<file path="src/rtl/alu_share_arbiter_if.sv">
`default_nettype none
// ============================================================================
// Module      : alu_share_arbiter_if
// Description : Request/response channels of both requesters plus the ALU bus
//               seen by alu_share_arbiter.
// Revision    : 1.0 - initial release
// ============================================================================
interface alu_share_arbiter_if #(
    parameter int DATA_WIDTH = 32,
    parameter int OP_WIDTH   = 7
);
    logic                  req0_valid_i;
    logic                  req0_ready_o;
    logic [OP_WIDTH-1:0]   req0_op_i;
    logic [DATA_WIDTH-1:0] req0_a_i;
    logic [DATA_WIDTH-1:0] req0_b_i;
    logic [DATA_WIDTH-1:0] req0_c_i;
    logic                  resp0_valid_o;
    logic                  resp0_ready_i;

    logic                  req1_valid_i;
    logic                  req1_ready_o;
    logic [OP_WIDTH-1:0]   req1_op_i;
    logic [DATA_WIDTH-1:0] req1_a_i;
    logic [DATA_WIDTH-1:0] req1_b_i;
    logic [DATA_WIDTH-1:0] req1_c_i;
    logic                  resp1_valid_o;
    logic                  resp1_ready_i;

    logic [DATA_WIDTH-1:0] resp_result_o;
    logic                  resp_cmp_o;
    logic                  resp_err_o;

    logic [OP_WIDTH-1:0]   alu_operator_o;
    logic [DATA_WIDTH-1:0] alu_operand_a_o;
    logic [DATA_WIDTH-1:0] alu_operand_b_o;
    logic [DATA_WIDTH-1:0] alu_operand_c_o;
    logic                  alu_enable_o;
    logic                  alu_ex_ready_o;
    logic [DATA_WIDTH-1:0] alu_result_i;
    logic                  alu_cmp_i;
    logic                  alu_ready_i;
    logic                  alu_timeout_o;

    modport slave (
        input  req0_valid_i, req0_op_i, req0_a_i, req0_b_i, req0_c_i, resp0_ready_i,
        input  req1_valid_i, req1_op_i, req1_a_i, req1_b_i, req1_c_i, resp1_ready_i,
        input  alu_result_i, alu_cmp_i, alu_ready_i,
        output req0_ready_o, resp0_valid_o, req1_ready_o, resp1_valid_o,
        output resp_result_o, resp_cmp_o, resp_err_o,
        output alu_operator_o, alu_operand_a_o, alu_operand_b_o, alu_operand_c_o,
        output alu_enable_o, alu_ex_ready_o, alu_timeout_o
    );

    modport master (
        output req0_valid_i, req0_op_i, req0_a_i, req0_b_i, req0_c_i, resp0_ready_i,
        output req1_valid_i, req1_op_i, req1_a_i, req1_b_i, req1_c_i, resp1_ready_i,
        output alu_result_i, alu_cmp_i, alu_ready_i,
        input  req0_ready_o, resp0_valid_o, req1_ready_o, resp1_valid_o,
        input  resp_result_o, resp_cmp_o, resp_err_o,
        input  alu_operator_o, alu_operand_a_o, alu_operand_b_o, alu_operand_c_o,
        input  alu_enable_o, alu_ex_ready_o, alu_timeout_o
    );
endinterface
`default_nettype wire

</file>
<file path="src/rtl/alu_share_arbiter.sv">
`default_nettype none
// ============================================================================
// Module      : alu_share_arbiter
// Description : Round-robin sharing of one cv32e40p ALU between two requesters
//               with a watchdog on the ALU ready handshake.
// Revision    : 1.0 - initial release
// ============================================================================
module alu_share_arbiter #(
    parameter int DATA_WIDTH = 32,
    parameter int OP_WIDTH   = 7,
    parameter int MAX_WAIT   = 40
) (
    input  logic               clk,
    input  logic               rst,
    alu_share_arbiter_if.slave bus
);
    localparam int                  c_cnt_w    = $clog2(MAX_WAIT + 1);
    localparam logic [c_cnt_w-1:0]  c_max_wait = c_cnt_w'(MAX_WAIT);
    localparam logic [OP_WIDTH-1:0] c_alu_add  = OP_WIDTH'(7'b0011000);

    typedef enum logic [1:0] {
        S_IDLE  = 2'd0,
        S_ISSUE = 2'd1,
        S_WAIT  = 2'd2,
        S_RESP  = 2'd3
    } state_t;

    state_t                r_state;
    logic                  r_grant;
    logic                  r_last_grant;
    logic [OP_WIDTH-1:0]   r_op;
    logic [DATA_WIDTH-1:0] r_a;
    logic [DATA_WIDTH-1:0] r_b;
    logic [DATA_WIDTH-1:0] r_c;
    logic [DATA_WIDTH-1:0] r_result;
    logic                  r_cmp;
    logic                  r_err;
    logic                  r_alu_en;
    logic                  r_timeout;
    logic                  r_resp0_valid;
    logic                  r_resp1_valid;
    logic [c_cnt_w-1:0]    r_cnt;

    logic w_any;
    logic w_grant;
    logic w_resp_hs;

    // On contention the requester that was not served last wins
    assign w_any     = bus.req0_valid_i | bus.req1_valid_i;
    assign w_grant   = (bus.req0_valid_i & bus.req1_valid_i) ? ~r_last_grant : bus.req1_valid_i;
    assign w_resp_hs = r_grant ? bus.resp1_ready_i : bus.resp0_ready_i;

    assign bus.req0_ready_o = (r_state == S_IDLE) & bus.req0_valid_i & ~w_grant;
    assign bus.req1_ready_o = (r_state == S_IDLE) & bus.req1_valid_i &  w_grant;

    always_ff @(posedge clk) begin
        if (rst) begin
            r_state       <= S_IDLE;
            r_grant       <= 1'b0;
            r_last_grant  <= 1'b1;
            r_op          <= c_alu_add;
            r_a           <= '0;
            r_b           <= '0;
            r_c           <= '0;
            r_result      <= '0;
            r_cmp         <= 1'b0;
            r_err         <= 1'b0;
            r_alu_en      <= 1'b0;
            r_timeout     <= 1'b0;
            r_resp0_valid <= 1'b0;
            r_resp1_valid <= 1'b0;
            r_cnt         <= '0;
        end else begin
            r_timeout <= 1'b0;
            case (r_state)
                S_IDLE: begin
                    if (w_any) begin
                        r_grant  <= w_grant;
                        r_op     <= w_grant ? bus.req1_op_i : bus.req0_op_i;
                        r_a      <= w_grant ? bus.req1_a_i  : bus.req0_a_i;
                        r_b      <= w_grant ? bus.req1_b_i  : bus.req0_b_i;
                        r_c      <= w_grant ? bus.req1_c_i  : bus.req0_c_i;
                        r_alu_en <= 1'b1;
                        r_state  <= S_ISSUE;
                    end
                end
                S_ISSUE, S_WAIT: begin
                    if (bus.alu_ready_i || (r_state == S_WAIT && r_cnt == c_max_wait)) begin
                        // A late ready on the expiry cycle still wins over the watchdog
                        r_result      <= bus.alu_ready_i ? bus.alu_result_i : '0;
                        r_cmp         <= bus.alu_ready_i ? bus.alu_cmp_i : 1'b0;
                        r_err         <= ~bus.alu_ready_i;
                        r_timeout     <= ~bus.alu_ready_i;
                        r_alu_en      <= 1'b0;
                        r_resp0_valid <= ~r_grant;
                        r_resp1_valid <=  r_grant;
                        r_cnt         <= '0;
                        r_state       <= S_RESP;
                    end else if (r_state == S_ISSUE) begin
                        r_cnt   <= c_cnt_w'(1);
                        r_state <= S_WAIT;
                    end else begin
                        r_cnt <= r_cnt + 1'b1;
                    end
                end
                S_RESP: begin
                    if (w_resp_hs) begin
                        r_last_grant  <= r_grant;
                        r_resp0_valid <= 1'b0;
                        r_resp1_valid <= 1'b0;
                        r_state       <= S_IDLE;
                    end
                end
                default: r_state <= S_IDLE;
            endcase
        end
    end

    assign bus.resp0_valid_o   = r_resp0_valid;
    assign bus.resp1_valid_o   = r_resp1_valid;
    assign bus.resp_result_o   = r_result;
    assign bus.resp_cmp_o      = r_cmp;
    assign bus.resp_err_o      = r_err;
    assign bus.alu_operator_o  = r_op;
    assign bus.alu_operand_a_o = r_a;
    assign bus.alu_operand_b_o = r_b;
    assign bus.alu_operand_c_o = r_c;
    assign bus.alu_enable_o    = r_alu_en;
    assign bus.alu_ex_ready_o  = r_alu_en;
    assign bus.alu_timeout_o   = r_timeout;
endmodule
`default_nettype wire

</file>
<file path="src/flat_wrapper.sv">
// flat-port wrapper written by rule: the top's interface ports become plain ports
module alu_share_arbiter_flat 
#(
    parameter int DATA_WIDTH = 32,
    parameter int OP_WIDTH   = 7,
    parameter int MAX_WAIT   = 40
)
  (clk, rst, bus_req0_valid_i, bus_req0_op_i, bus_req0_a_i, bus_req0_b_i, bus_req0_c_i, bus_resp0_ready_i, bus_req1_valid_i, bus_req1_op_i, bus_req1_a_i, bus_req1_b_i, bus_req1_c_i, bus_resp1_ready_i, bus_alu_result_i, bus_alu_cmp_i, bus_alu_ready_i, bus_req0_ready_o, bus_resp0_valid_o, bus_req1_ready_o, bus_resp1_valid_o, bus_resp_result_o, bus_resp_cmp_o, bus_resp_err_o, bus_alu_operator_o, bus_alu_operand_a_o, bus_alu_operand_b_o, bus_alu_operand_c_o, bus_alu_enable_o, bus_alu_ex_ready_o, bus_alu_timeout_o);
  alu_share_arbiter_if #(.DATA_WIDTH(DATA_WIDTH), .OP_WIDTH(OP_WIDTH)) bus_i ();
  input  logic clk;
  input  logic rst;
  input wire logic [$bits(bus_i.req0_valid_i)-1:0] bus_req0_valid_i;
  input wire logic [$bits(bus_i.req0_op_i)-1:0] bus_req0_op_i;
  input wire logic [$bits(bus_i.req0_a_i)-1:0] bus_req0_a_i;
  input wire logic [$bits(bus_i.req0_b_i)-1:0] bus_req0_b_i;
  input wire logic [$bits(bus_i.req0_c_i)-1:0] bus_req0_c_i;
  input wire logic [$bits(bus_i.resp0_ready_i)-1:0] bus_resp0_ready_i;
  input wire logic [$bits(bus_i.req1_valid_i)-1:0] bus_req1_valid_i;
  input wire logic [$bits(bus_i.req1_op_i)-1:0] bus_req1_op_i;
  input wire logic [$bits(bus_i.req1_a_i)-1:0] bus_req1_a_i;
  input wire logic [$bits(bus_i.req1_b_i)-1:0] bus_req1_b_i;
  input wire logic [$bits(bus_i.req1_c_i)-1:0] bus_req1_c_i;
  input wire logic [$bits(bus_i.resp1_ready_i)-1:0] bus_resp1_ready_i;
  input wire logic [$bits(bus_i.alu_result_i)-1:0] bus_alu_result_i;
  input wire logic [$bits(bus_i.alu_cmp_i)-1:0] bus_alu_cmp_i;
  input wire logic [$bits(bus_i.alu_ready_i)-1:0] bus_alu_ready_i;
  output wire logic [$bits(bus_i.req0_ready_o)-1:0] bus_req0_ready_o;
  output wire logic [$bits(bus_i.resp0_valid_o)-1:0] bus_resp0_valid_o;
  output wire logic [$bits(bus_i.req1_ready_o)-1:0] bus_req1_ready_o;
  output wire logic [$bits(bus_i.resp1_valid_o)-1:0] bus_resp1_valid_o;
  output wire logic [$bits(bus_i.resp_result_o)-1:0] bus_resp_result_o;
  output wire logic [$bits(bus_i.resp_cmp_o)-1:0] bus_resp_cmp_o;
  output wire logic [$bits(bus_i.resp_err_o)-1:0] bus_resp_err_o;
  output wire logic [$bits(bus_i.alu_operator_o)-1:0] bus_alu_operator_o;
  output wire logic [$bits(bus_i.alu_operand_a_o)-1:0] bus_alu_operand_a_o;
  output wire logic [$bits(bus_i.alu_operand_b_o)-1:0] bus_alu_operand_b_o;
  output wire logic [$bits(bus_i.alu_operand_c_o)-1:0] bus_alu_operand_c_o;
  output wire logic [$bits(bus_i.alu_enable_o)-1:0] bus_alu_enable_o;
  output wire logic [$bits(bus_i.alu_ex_ready_o)-1:0] bus_alu_ex_ready_o;
  output wire logic [$bits(bus_i.alu_timeout_o)-1:0] bus_alu_timeout_o;
  assign bus_i.req0_valid_i = bus_req0_valid_i;
  assign bus_i.req0_op_i = bus_req0_op_i;
  assign bus_i.req0_a_i = bus_req0_a_i;
  assign bus_i.req0_b_i = bus_req0_b_i;
  assign bus_i.req0_c_i = bus_req0_c_i;
  assign bus_i.resp0_ready_i = bus_resp0_ready_i;
  assign bus_i.req1_valid_i = bus_req1_valid_i;
  assign bus_i.req1_op_i = bus_req1_op_i;
  assign bus_i.req1_a_i = bus_req1_a_i;
  assign bus_i.req1_b_i = bus_req1_b_i;
  assign bus_i.req1_c_i = bus_req1_c_i;
  assign bus_i.resp1_ready_i = bus_resp1_ready_i;
  assign bus_i.alu_result_i = bus_alu_result_i;
  assign bus_i.alu_cmp_i = bus_alu_cmp_i;
  assign bus_i.alu_ready_i = bus_alu_ready_i;
  assign bus_req0_ready_o = bus_i.req0_ready_o;
  assign bus_resp0_valid_o = bus_i.resp0_valid_o;
  assign bus_req1_ready_o = bus_i.req1_ready_o;
  assign bus_resp1_valid_o = bus_i.resp1_valid_o;
  assign bus_resp_result_o = bus_i.resp_result_o;
  assign bus_resp_cmp_o = bus_i.resp_cmp_o;
  assign bus_resp_err_o = bus_i.resp_err_o;
  assign bus_alu_operator_o = bus_i.alu_operator_o;
  assign bus_alu_operand_a_o = bus_i.alu_operand_a_o;
  assign bus_alu_operand_b_o = bus_i.alu_operand_b_o;
  assign bus_alu_operand_c_o = bus_i.alu_operand_c_o;
  assign bus_alu_enable_o = bus_i.alu_enable_o;
  assign bus_alu_ex_ready_o = bus_i.alu_ex_ready_o;
  assign bus_alu_timeout_o = bus_i.alu_timeout_o;
  alu_share_arbiter #(.DATA_WIDTH(DATA_WIDTH), .OP_WIDTH(OP_WIDTH), .MAX_WAIT(MAX_WAIT)) u_core (.clk(clk), .rst(rst), .bus(bus_i));
endmodule
</file>
<file path="config.mk">
export PLATFORM = sky130hd
export DESIGN_NAME = alu_share_arbiter_flat
export DESIGN_NICKNAME = d
export VERILOG_FILES = /design/src/rtl/alu_share_arbiter_if.sv /design/src/rtl/alu_share_arbiter.sv /design/src/flat_wrapper.sv
export SDC_FILE = /design/constraint.sdc
export NUM_CORES = 1
export LEC_CHECK = 0
export CAP_MARGIN = 25
export CORE_AREA = 2 2 150 152
export DETAILED_ROUTE_END_ITERATION = 12
export DIE_AREA = 0 0 152 154
export GPL_ROUTABILITY_DRIVEN = 0
export GPL_TIMING_DRIVEN = 1
export PLACE_DENSITY = 0.66
export SETUP_SLACK_MARGIN = 0.02
export SYNTH_ARGS = -nofsm -noshare
export SYNTH_HDL_FRONTEND = slang
export SYNTH_SLANG_ARGS = --single-unit
</file>
<file path="constraint.sdc">
create_clock -name clk -period 2.73 [get_ports clk]
set_clock_uncertainty 0.05 [all_clocks]
set_input_delay 0.819 -clock clk [delete_from_list [all_inputs] [get_ports clk]]
set_output_delay 0.819 -clock clk [all_outputs]
set_load 0.005 [all_outputs]
</file>
=== Word-level counts from Yosys, hierarchy flattened ===
Index checks and enable logic that the tools add are counted.
Widths: inputs -> output; s select.

* Mux-type cells: 23
* Bitwise gates (word level): 12
* Add/subtract/negate cells: 1
* Equality and inequality tests: 8
* Reductions and logical operators: 13

{| class="wikitable"
|+ Operators by type and width
! kind !! count
|-
| $mux 32 || 4
|-
| $mux 6 || 2
|-
| $reduce_and 3->1 || 3
|-
| $mux 1 || 8
|-
| $mux 2 || 4
|-
| $mux 7 || 1
|-
| $add 6x1->6 const B || 1
|-
| $eq 6x6->1 const B || 1
|-
| $ne 2x1->1 const B || 3
|-
| $not 1->1 || 6
|-
| $pmux 1 s2 || 3
|-
| $pmux 2 s3 || 1
|-
| $reduce_and 2->1 || 3
|-
| $and 1x1->1 || 5
|-
| $eq 2x2->1 const B || 2
|-
| $reduce_bool 2->1 || 2
|-
| $ne 3x1->1 const B || 1
|-
| $reduce_or 3->1 || 1
|-
| $eq 2x1->1 const B || 1
|-
| $logic_not 2->1 || 1
|-
| $reduce_or 2->1 || 1
|-
| $logic_and 1x1->1 || 1
|-
| $logic_or 1x1->1 || 1
|-
| $or 1x1->1 || 1
|}

* Bits in registers: 151

=== Depth between registers and ports, before layout ===
* Depth in word-level cells: 5
* Gate-level depth with buffers: 8
* Depth with buffers taken out: 6

=== Worst setup path before layout ===
OpenSTA, ideal clock, no wires.

* Path type: input port to output port
* From: input port bus_req1_valid_i
* To: output port bus_req0_ready_o
* Slack: 0.383 ns
* Arrival time: 1.478 ns
* Stages on the path: 5
* Cell sequence: a21boi_1 > buf_2 > buf_6 > buf_6 > nor2_1

* Cells in the longest elaborated chain, start to end: 4

{| class="wikitable"
|+ RTL lines
! element !! line !! source
|-
| start: declaration || flat_wrapper.sv:18 || <nowiki>input wire logic [$bits(bus_i.req1_valid_i)-1:0] bus_req1_valid_i;</nowiki>
|-
| $and 1x1->1 || alu_share_arbiter.sv:50 || <nowiki>assign w_grant = (bus.req0_valid_i & bus.req1_valid_i) ? ~r_last_grant : bus.req1_valid_i;</nowiki>
|-
| $mux 1 (*) || alu_share_arbiter.sv:50 ||
|-
| $not 1->1 (*) || alu_share_arbiter.sv:53 || <nowiki>assign bus.req0_ready_o = (r_state == S_IDLE) & bus.req0_valid_i & ~w_grant;</nowiki>
|-
| $and 1x1->1 (*) || alu_share_arbiter.sv:53 ||
|-
| end: declaration || flat_wrapper.sv:27 || <nowiki>output wire logic [$bits(bus_i.req0_ready_o)-1:0] bus_req0_ready_o;</nowiki>
|}

Every way passes the cells marked *; elsewhere a longest branch is shown, timed or not.

=== Final worst setup path ===
Ends and elaborated chain as after synthesis.

==> flow_summary.json <==
{
  "vias_per_cell": 4.64,
  "n_antenna_cell": 0,
  "n_fill_cell": 2015,
  "power_frac_clock_pct": 24.1,
  "fin_cells": 1300,
  "syn_area_per_cell_um2": 10.1,
  "tightest_slew_ns": 0.656,
  "slew_violations": 0,
  "relSlewSlack_pct": 56.3,
  "worst_path_largest_cell_delay_ns": 0.48,
  "vias": 6036,
  "cts_sinks": 151,
  "cts_root_buf": "clkbuf_16",
  "maxCapViolCount": 0,
  "setup_viol": 0,
  "cts_buffer_depth": 2,
  "chipHeight_um": 154,
  "crit_cells": 5,
  "power_density_nw_per_um2": 873,
  "r2r_start": "u_core.r_state[0]",
  "p_leak_nw": 4.19,
  "core_area_um2": 21700,
  "pre_cts_ws_ns": -0.406,
  "drt_iter0_markers": 265,
  "numCtsBuffers": 17,
  "first_pass_iters": 4,
  "ant_nets": 0,
  "grt_pass1_wl_um": 33000,
  "synth-edff-count": 0,
  "r2r_cells": 5,
  "finalHoldViolations": 0,
  "io_buffers": 389,
  "required_ns": 1.86,
  "cp-start-kind": "input pin",
  "worstSetupStartpoint": "bus_req1_valid_i",
  "p_int_mw": 6.61,
  "cts_hold_buf": 0,
  "rsz0062_at_grt": "yes",
  "cp_top_family": "buffers and inverters",
  "layout_min_cycle_time_ns": 2.66,
  "initial_core_util_pct": 29.4,
  "holdPathStages": 1,
  "syn_area_um2": 6370,
  "nets": 1260,
  "seq_area_frac_synth_pct": 47.4,
  "antenna_found_initial": 1,
  "grt.total_usage_pct": 17.7,
  "drive_above_1_share_pct": 6.27,
  "seqPwrFrac_pct": 33.8,
  "slowest_stage": "clkdlybuf4s50_1",
  "ys_warn_count": 0,
  "dp_cells": 1267,
  "ir_worst_vdd_uv": 446,
  "reg2reg_slack_ns": 0.50,
  "critPathKind": "input pin to output pin",
  "die_area_um2": 23400,
  "fin_ws_ns": 0.0706,
  "fin_setup_tns_ns": 0,
  "setup.worst_path.end_class": "output pin",
  "synth_cell_type_count": 41,
  "hold_path.class": "register to register",
  "clk_latency_ns": 0.42,
  "period_share_pct": 97.4,
  "dp_hpwl_um": 16200,
  "hold_start": "u_core.bus.resp_result_o[8]",
  "synth_seq_cells": 151,
  "cts.htree.levels": 4,
  "ios": 390,
  "fmax_mhz": 376,
  "synth_fp_nets": 887,
  "clk_pin_slew_worst_paths_ns": 0.06,
  "grt_pass1_vias": 5939,
  "grt_max_degree": 83,
  "sw_frac_of_total_pct": 32.1,
  "syn2layout_area_growth_pct": 75.0,
  "overflow": 0,
  "netlist_instances": 634,
  "critPathMaxFanout": 3,
  "cp.arrival_ns": 1.79,
  "num_rows": 54,
  "worstSetupEndpoint": "bus_req0_ready_o",
  "crit_buf_inv": 3,
  "status": "finished, final reports clean",
  "power.switching_mw": 3.13,
  "drc_errors": 0,
  "die_w_um": 152,
  "wl_per_cell_um": 16.2,
  "combPwrFrac_pct": 42.1,
  "post-route-util_pct": 51.4,
  "cts_tree": "yes",
  "path_cells": "clkdlybuf4s50_1, a21boi_4, buf_4, nor2_2, buf_2",
  "final_common_cell": "clkdlybuf4s50_1",
  "synthArstFlopShare_pct": 0,
  "r2r-end": "u_core.bus.resp_result_o[22]",
  "final_cell_mix": "385 x clkdlybuf4s50_1, 151 x dfxtp_1, 106 x mux2i_1, 106 x nor2_1, 102 x a211oi_1",
  "wirelength_um": 21100,
  "p_total_mw": 9.74,
  "ys.flop_type": "dfxtp_1"
}
-- worst min path at each step --
stage / to / slack (ns)
6_report: u_core.bus.resp_result_o[8] / 0.43
2_1_floorplan: u_core.r_cnt[5] / 0.41
3_3_place_gp: u_core.bus.resp_result_o[5] / 0.41
5_1_grt: u_core.bus.resp_result_o[27] / 0.43
3_5_place_dp: u_core.bus.resp_result_o[5] / 0.40
4_1_cts: u_core.bus.resp_result_o[23] / 0.43
-- stage by stage --
stage	hold WS (ns)	instance area [um2]
final	0.425	11200
after CTS	0.428	11200
after global placement	0.406	10600
after floorplan	0.407	6370
after detailed placement	0.405	10600
after global routing	0.433	11200
-- area by class of cell --
type	instances	area, um2	share of cell area, %
repair buffers	411	4130	37.0
inverters	6	22.5	0.202
well taps	280	350	3.14
clock buffers	20	437	3.91
flip-flops and latches	151	3020	27.1
multi-input cells	420	3060	27.4
clock inverters	12	143	1.28
-- worst register-to-register path: stages (launching register included) --
cell and delay, ns:
dfxtp_1 0.38, inv_1 0.10, ha_1 0.47, clkinv_1 0.33
o21a_2 0.51, a22o_1 0.29
-- synth_stat cells (all sizes together) (2+ instances only) --
cell type  count  area (um2)
a211oi       102         766
a21boi         3        22.5
a21oi          8        51.3
a221o          2        20.0
a22o          33         289
a31oi          3        18.8
and2           4        25.0
and3           3        18.8
buf           29         191
clkbuf        28         105
dfxtp        151        3020
ha             7        87.6
inv            5        18.8
mux2i        106        1060
nand2         14        52.6
nand3          2        10.0
nor2         107         402
o211ai         2        15.0
o21a           4        31.3
o21ai          6        30.0
o41ai          2        17.5
-- logic make-up after synthesis --
kind of cell,share of synthesized area [%]
multiplexers,16.6
buffers and inverters,5.01
adder cells (fa/ha/maj),1.37
AND/OR/NAND/NOR,9.09
flip-flops,47.4
AO/OA/AOI/OAI,20.5
-- repair_timing --
action                     CTS  global route
setup endpoints to repair    2             4
gates resized for setup     11             2
pin swaps                    0             0
setup buffers                1             0
-- sequential cells by signal, summed over array words and instances (netlist names) --
signal,flops
u_core.bus.alu_enable_o,1
u_core.bus.alu_timeout_o,1
u_core.bus.resp_err_o,1
u_core.r_state,2
u_core.r_grant,1
u_core.bus.alu_operand_a_o,32
u_core.bus.resp_result_o,32
u_core.bus.resp1_valid_o,1
u_core.bus.resp0_valid_o,1
u_core.r_cnt,6
u_core.bus.alu_operand_b_o,32
u_core.bus.alu_operator_o,7
u_core.bus.resp_cmp_o,1
u_core.r_last_grant,1
u_core.bus.alu_operand_c_o,32
-- power groups by stage --
| stage | Clock, mW | Combinational, mW | Sequential (mW) |
|---|---|---|---|
| 2_1_floorplan | 0 | 1.78 | 3.36 |
| 3_3_place_gp | 0 | 4.12 | 3.32 |
| 5_1_grt | 2.50 | 4.49 | 3.39 |
| 3_5_place_dp | 0 | 4.14 | 3.34 |
| 4_1_cts | 2.41 | 4.16 | 3.30 |
| 6_report | 2.35 | 4.10 | 3.29 |
-- per-layer routing --
metal  vias to the layer above  routed length [um]  global-route usage, %
li1                       3076                   -                      -
met1                      2708                8340                   19.3
met2                       228               10600                   31.7
met3                        22                1870                   7.41
met4                         2                 276                   4.90
met5                         -                  10                      0
Power figures use the tool's default switching activity.
==> edit 1: new RTL, same settings <==
Encoding of `state_t`: now one-hot (4 bits for 4 states).
--- a/src/rtl/alu_share_arbiter.sv
+++ b/src/rtl/alu_share_arbiter.sv
@@ -18,11 +18,11 @@
     localparam logic [c_cnt_w-1:0]  c_max_wait = c_cnt_w'(MAX_WAIT);
     localparam logic [OP_WIDTH-1:0] c_alu_add  = OP_WIDTH'(7'b0011000);
 
-    typedef enum logic [1:0] {
-        S_IDLE  = 2'd0,
-        S_ISSUE = 2'd1,
-        S_WAIT  = 2'd2,
-        S_RESP  = 2'd3
+    typedef enum logic [3:0] {
+        S_IDLE  = 4'b0001,
+        S_ISSUE = 4'b0010,
+        S_WAIT  = 4'b0100,
+        S_RESP  = 4'b1000
     } state_t;
 
     state_t                r_state;
Formal check against the unedited RTL: same outputs for any inputs over 4 cycles, from zero or initial values and one cycle with rst high; so few cycles prove little.
==> edit 1 against the original RTL <==
Die area stayed put. Sequential cell count is 2 higher. Synthesized area shrank 0.69%. Final area up 0.58%. Routed wire length is 3.1% lower. Setup slack improved by 0.15 ns. First-iteration DRC count down 20%. Via count is 0.36% lower. Final cell count fell by 0.38%.
Power is not compared: it rests on default switching activity, and its combinational part moved more than twofold at a synthesized area within 25%.
==> edit 1: results (changes against the original RTL) <==
- The run finished with clean final reports.
- Ranked by instance count, the synthesized netlist is headed by 153 x dfxtp_1, 110 x nor2_1, 105 x mux2i_1.
- The via count of the first global-routing pass was 5930 (-0.15%).
- The global-route wire length before repair is 32000 um (-3.2%).
- The sink count of the clock tree is 153 (+1.3%).
- The total inserted antenna cells is 1 (+1).
- The half-perimeter wire length after detailed placement is 15100 um (-6.5%).
- The initial DRC count is 212 (-20%).
- The number of cells traversed by the worst register-to-register path is 7 (+2).
- The total wire length after detailed routing is 20500 um (-3.1%).
- The routed length on met2 is 9850 um (-7.2%).
- The post-synthesis net count is 871 (-1.8%).
- The delay of the slowest cell on the worst path is 0.40 ns (-0.08 ns).
- The portion of netlist area occupied by mux cells is 0.168 (+0.00135).
- The area of all sequential standard cells came to 3060 um2 (+1.3%).
- The number of inverters outside the clock class in the layout is 4 (-2).
- The cell with the largest stage delay on the worst path is nor4b_2.
- The fraction of final layout cells with drive strength greater than 1 was 0.0730 (+0.0102).
- The met2 routing resource usage after global routing is 0.288 (-0.0290).
- The maximum achievable frequency is 0.398 GHz (+5.9%).
- The capturing point of the worst reg2reg path is u_core.bus.alu_operand_b_o[27]$_SDFFE_PP0P_.
- The endpoint of the worst hold-timing path is u_core.bus.resp_err_o$_SDFFE_PP0P_.
- The xor/xnor share of the synthesized area is 0.00138 (+0.00138).
- Routed signal wires occupy layers up through met4.
- The sequential cell area fraction in the yosys report is 0.484 (+0.00961).
- The flop-to-flop setup slack is 0.75 ns (+0.25 ns).
- The worst-margin pin slew came to 0.633 ns (-0.0231 ns).
- The worst register-to-register path begins at u_core.r_state[3]$_SDFFE_PP0P_.
- The global-route track usage on met3 came to 0.0657 (-0.00846).
- The maximum fanout count along the critical path was 5 (+2).
- The minimum setup slack after placement is -0.396 ns (+0.0101 ns).
- Sorting the synthesized cells by area gives the leading types as dfxtp_1 48%, mux2i_1 17%, a211oi_1 12%.
- The number of fill cells was 2026 (+0.55%).
- The source of the worst hold timing path is u_core.bus.resp_err_o$_SDFFE_PP0P_.
- Total power for the finished layout comes to a little under 7 mW.
- The count of unique library cells instantiated by Yosys is 42 (+2.4%).
- The clock buffer and inverter area fraction after layout is 0.0537 (+0.00182).
- The number of gates given a new drive strength after cts is 9 (-2).
- The pin count of the biggest net entering global routing came to 73 (-12%).
- Among cell families on the critical path, the largest total delay comes from simple AND/OR/NAND/NOR gates.
- The multi-input combinational cell area is 3000 um2 (-1.9%).
- The critical path in this run is classified as reg2out.
- The proportion of final cell area spent on non-clock buffers came to 0.374 (+0.00366).
- The worst path arrival time came to 1.64 ns (-0.15 ns).
[edit 1: cell types whose count changed after synthesis, sizes merged, moves of 3 or more]
cell    change
o21a        -3
o21ai       -4
ha          -5
buf         +7
nand2       -8
clkbuf      -7
a311oi      +4
nor2        +3
[edit 1: logic make-up after synthesis]
family | Yosys count
compound gates | 163
xor+xnor | 1
fa+ha+maj | 2
buf+inv | 61
flops | 153
mux | 106
simple gates | 137
[edit 1: worst register-to-register path, delay by kind of cell (launching register included)]
family,cells,cell delay [ns]
flip-flops,1,0.37
buffers and inverters,3,0.59
AND/OR/NAND/NOR,3,0.66
AO/OA/AOI/OAI,1,0.22
[edit 1: through the flow]
stage / hold WS [ns] / std cells / utilization
after floorplan: 0.387 / 623 / -
after global placement: 0.394 / 1261 / 0.489
after detailed placement: 0.397 / 1261 / 0.489
after global routing: 0.445 / 1295 / 0.517
final: 0.410 / 1295 / 0.517
after CTS: 0.419 / 1294 / 0.517
==> edit 2: new RTL, same settings <==
Made on the original files. `OP_WIDTH` is set to 7 in 3 places; all go to 5.
--- a/src/rtl/alu_share_arbiter_if.sv
+++ b/src/rtl/alu_share_arbiter_if.sv
@@ -7,7 +7,7 @@
 // ============================================================================
 interface alu_share_arbiter_if #(
     parameter int DATA_WIDTH = 32,
-    parameter int OP_WIDTH   = 7
+    parameter int OP_WIDTH   = 5
 );
     logic                  req0_valid_i;
     logic                  req0_ready_o;
--- a/src/rtl/alu_share_arbiter.sv
+++ b/src/rtl/alu_share_arbiter.sv
@@ -7,7 +7,7 @@
 // ============================================================================
 module alu_share_arbiter #(
     parameter int DATA_WIDTH = 32,
-    parameter int OP_WIDTH   = 7,
+    parameter int OP_WIDTH   = 5,
     parameter int MAX_WAIT   = 40
 ) (
     input  logic               clk,
--- a/src/flat_wrapper.sv
+++ b/src/flat_wrapper.sv
@@ -2,7 +2,7 @@
 module alu_share_arbiter_flat 
 #(
     parameter int DATA_WIDTH = 32,
-    parameter int OP_WIDTH   = 7,
+    parameter int OP_WIDTH   = 5,
     parameter int MAX_WAIT   = 40
 )
   (clk, rst, bus_req0_valid_i, bus_req0_op_i, bus_req0_a_i, bus_req0_b_i, bus_req0_c_i, bus_resp0_ready_i, bus_req1_valid_i, bus_req1_op_i, bus_req1_a_i, bus_req1_b_i, bus_req1_c_i, bus_resp1_ready_i, bus_alu_result_i, bus_alu_cmp_i, bus_alu_ready_i, bus_req0_ready_o, bus_resp0_valid_o, bus_req1_ready_o, bus_resp1_valid_o, bus_resp_result_o, bus_resp_cmp_o, bus_resp_err_o, bus_alu_operator_o, bus_alu_operand_a_o, bus_alu_operand_b_o, bus_alu_operand_c_o, bus_alu_enable_o, bus_alu_ex_ready_o, bus_alu_timeout_o);
Ports: changed (resized bus_alu_operator_o, bus_req0_op_i and bus_req1_op_i); port bits go from 390 to 384. No check against the original RTL was run, so the function may have changed too.
==> edit 2 against the original RTL <==
First-iteration DRC count down 21%. Via count down 0.81%. Setup slack better by 0.16 ns. Synthesized area down 1.9%. Final cell count down 1.4%. Power down 0.53%. Sequential cell count down 2. Final area down 1.5%. Routed wire length down 0.33%. Critical path depth down 1. Count of clock-buffer cells in the layout down 2. Combinational power down 3%. Sequential share of layout area up 0.052 points.
==> edit 2: results (changes against the original RTL) <==
- The flow ran to the end, and the final reports show no timing, DRC or antenna violations.
- The critical path ends at bus_req1_ready_o.
- The count of unique library cells instantiated by Yosys was 39 (-4.9%).
- The cell area after placement was 10400 um2 (-2.0%).
- The sequential cell area fraction in the yosys report is 0.477 (+0.00271).
- The flop-to-flop setup slack is 0.58 ns (+0.08 ns).
- In this run the clock root is driven by a clkbuf_16.
- The half-perimeter wire length after detailed placement is 15700 um (-3.0%).
- The post-synthesis net count is 873 (-1.6%).
- The pin count of the biggest net entering global routing came to 75 (-9.6%).
- The path with the worst hold slack has its endpoint at u_core.bus.resp_result_o[23]$_SDFFE_PP0P_.
- The number of buffers created by CTS is 17 (unchanged).
- The total vias in the final route is 5987 (-0.81%).
- The minimum setup slack after placement is -0.339 ns (+0.0673 ns).
- The initial DRC count was 210 (-21%).
- The number of cells traversed by the worst register-to-register path came to 6 (+1).
- The number of gates given a new drive strength after cts is 9 (-2).
- The worst path arrival time was 1.63 ns (-0.16 ns).
- The average routed wire per standard cell is 16.4 um (+1.1%).
- The clock period minus final worst setup slack is 2.50 ns (-0.162 ns).
- The first-pass detailed-route iteration total is 4 (unchanged).
- The fraction of final layout cells with drive strength greater than 1 is 0.0589 (-0.00380).
- The overall track demand over capacity in global routing is 0.176 (-0.00126).
- The count of buffers inserted at the top-level ports is 383 (-1.5%).
- The worst hold slack is 0.422 ns (-0.00325 ns).
- In this run the worst setup path begins at bus_req0_valid_i.
- Counting instances in the post-synthesis netlist gives the leading cell types as 149 x dfxtp_1, 105 x nor2_1, 104 x mux2i_1.
- The worst flop-to-flop path startpoint is u_core.r_state[1]$_SDFFE_PP0P_.
- The global-route wire length before repair is 32800 um (-0.75%).
- The remaining max-slew budget at the tightest pin is 0.528 (-0.0351).
- The peak supply drop is 455 uV (+2.2%).
[edit 2: changes by cell type after synthesis, sizes merged]
cell    unedited run  this run
buf               29        26
nor2             107       105
mux2i            106       104
a211oi           102       100
dfxtp            151       149
clkbuf            28        29
[edit 2: cells by family (layout without fill, tap and decap cells)]
kind of cell | count (synthesis) | count (layout) | share of synthesized area
compound gates | 166 | 166 | 0.206
fa+ha+maj | 7 | 7 | 0.0140
buf+inv | 61 | 438 | 0.0446
flops | 149 | 149 | 0.477
mux | 104 | 104 | 0.166
other cells | 0 | 1 | 0
simple gates | 137 | 137 | 0.0914
[edit 2: per-layer routing]
layer | vias up | GRT usage | share of wire
li1 | 3031 | - | -
met1 | 2697 | 0.197 | 0.40
met2 | 231 | 0.305 | 0.49
met3 | 28 | 0.0761 | 0.087
met4 | 0 | 0.0494 | 0.020
met5 | - | 0 | 0
[edit 2: final cells by class]
class                      instances  area, um2
clock buffer                      18        429
sequential                       149       2980
antenna                            1       2.50
multi-input combinational        414       3010
timing repair buffer             400       4000
tap                              280        350
clock inverter                    14        189
fill                            2011      10700
inverter                           6       22.5
[edit 2: worst max-delay path, stage by stage]
cell and delay [ns]:
dlygate4sd2_1 0.28, a21boi_4 0.14, and2_4 0.15, dlygate4sd2_1 0.23
[edit 2: report_power, final]
group          total (mW)  switching, mW  internal, mW  leakage, nW
Clock                2.48           1.00          1.47        0.297
Combinational        3.96           1.73          2.24         2.61
Sequential           3.25          0.377          2.87         1.23
Total                9.69           3.11          6.58         4.14
[edit 2: metrics by stage]
stage / std cells / TNS [ns]
2_1_floorplan: 624 / 0
3_3_place_gp: 1248 / -7.23
6_report: 1282 / 0
3_5_place_dp: 1248 / -7.78
4_1_cts: 1281 / 0
5_1_grt: 1282 / 0
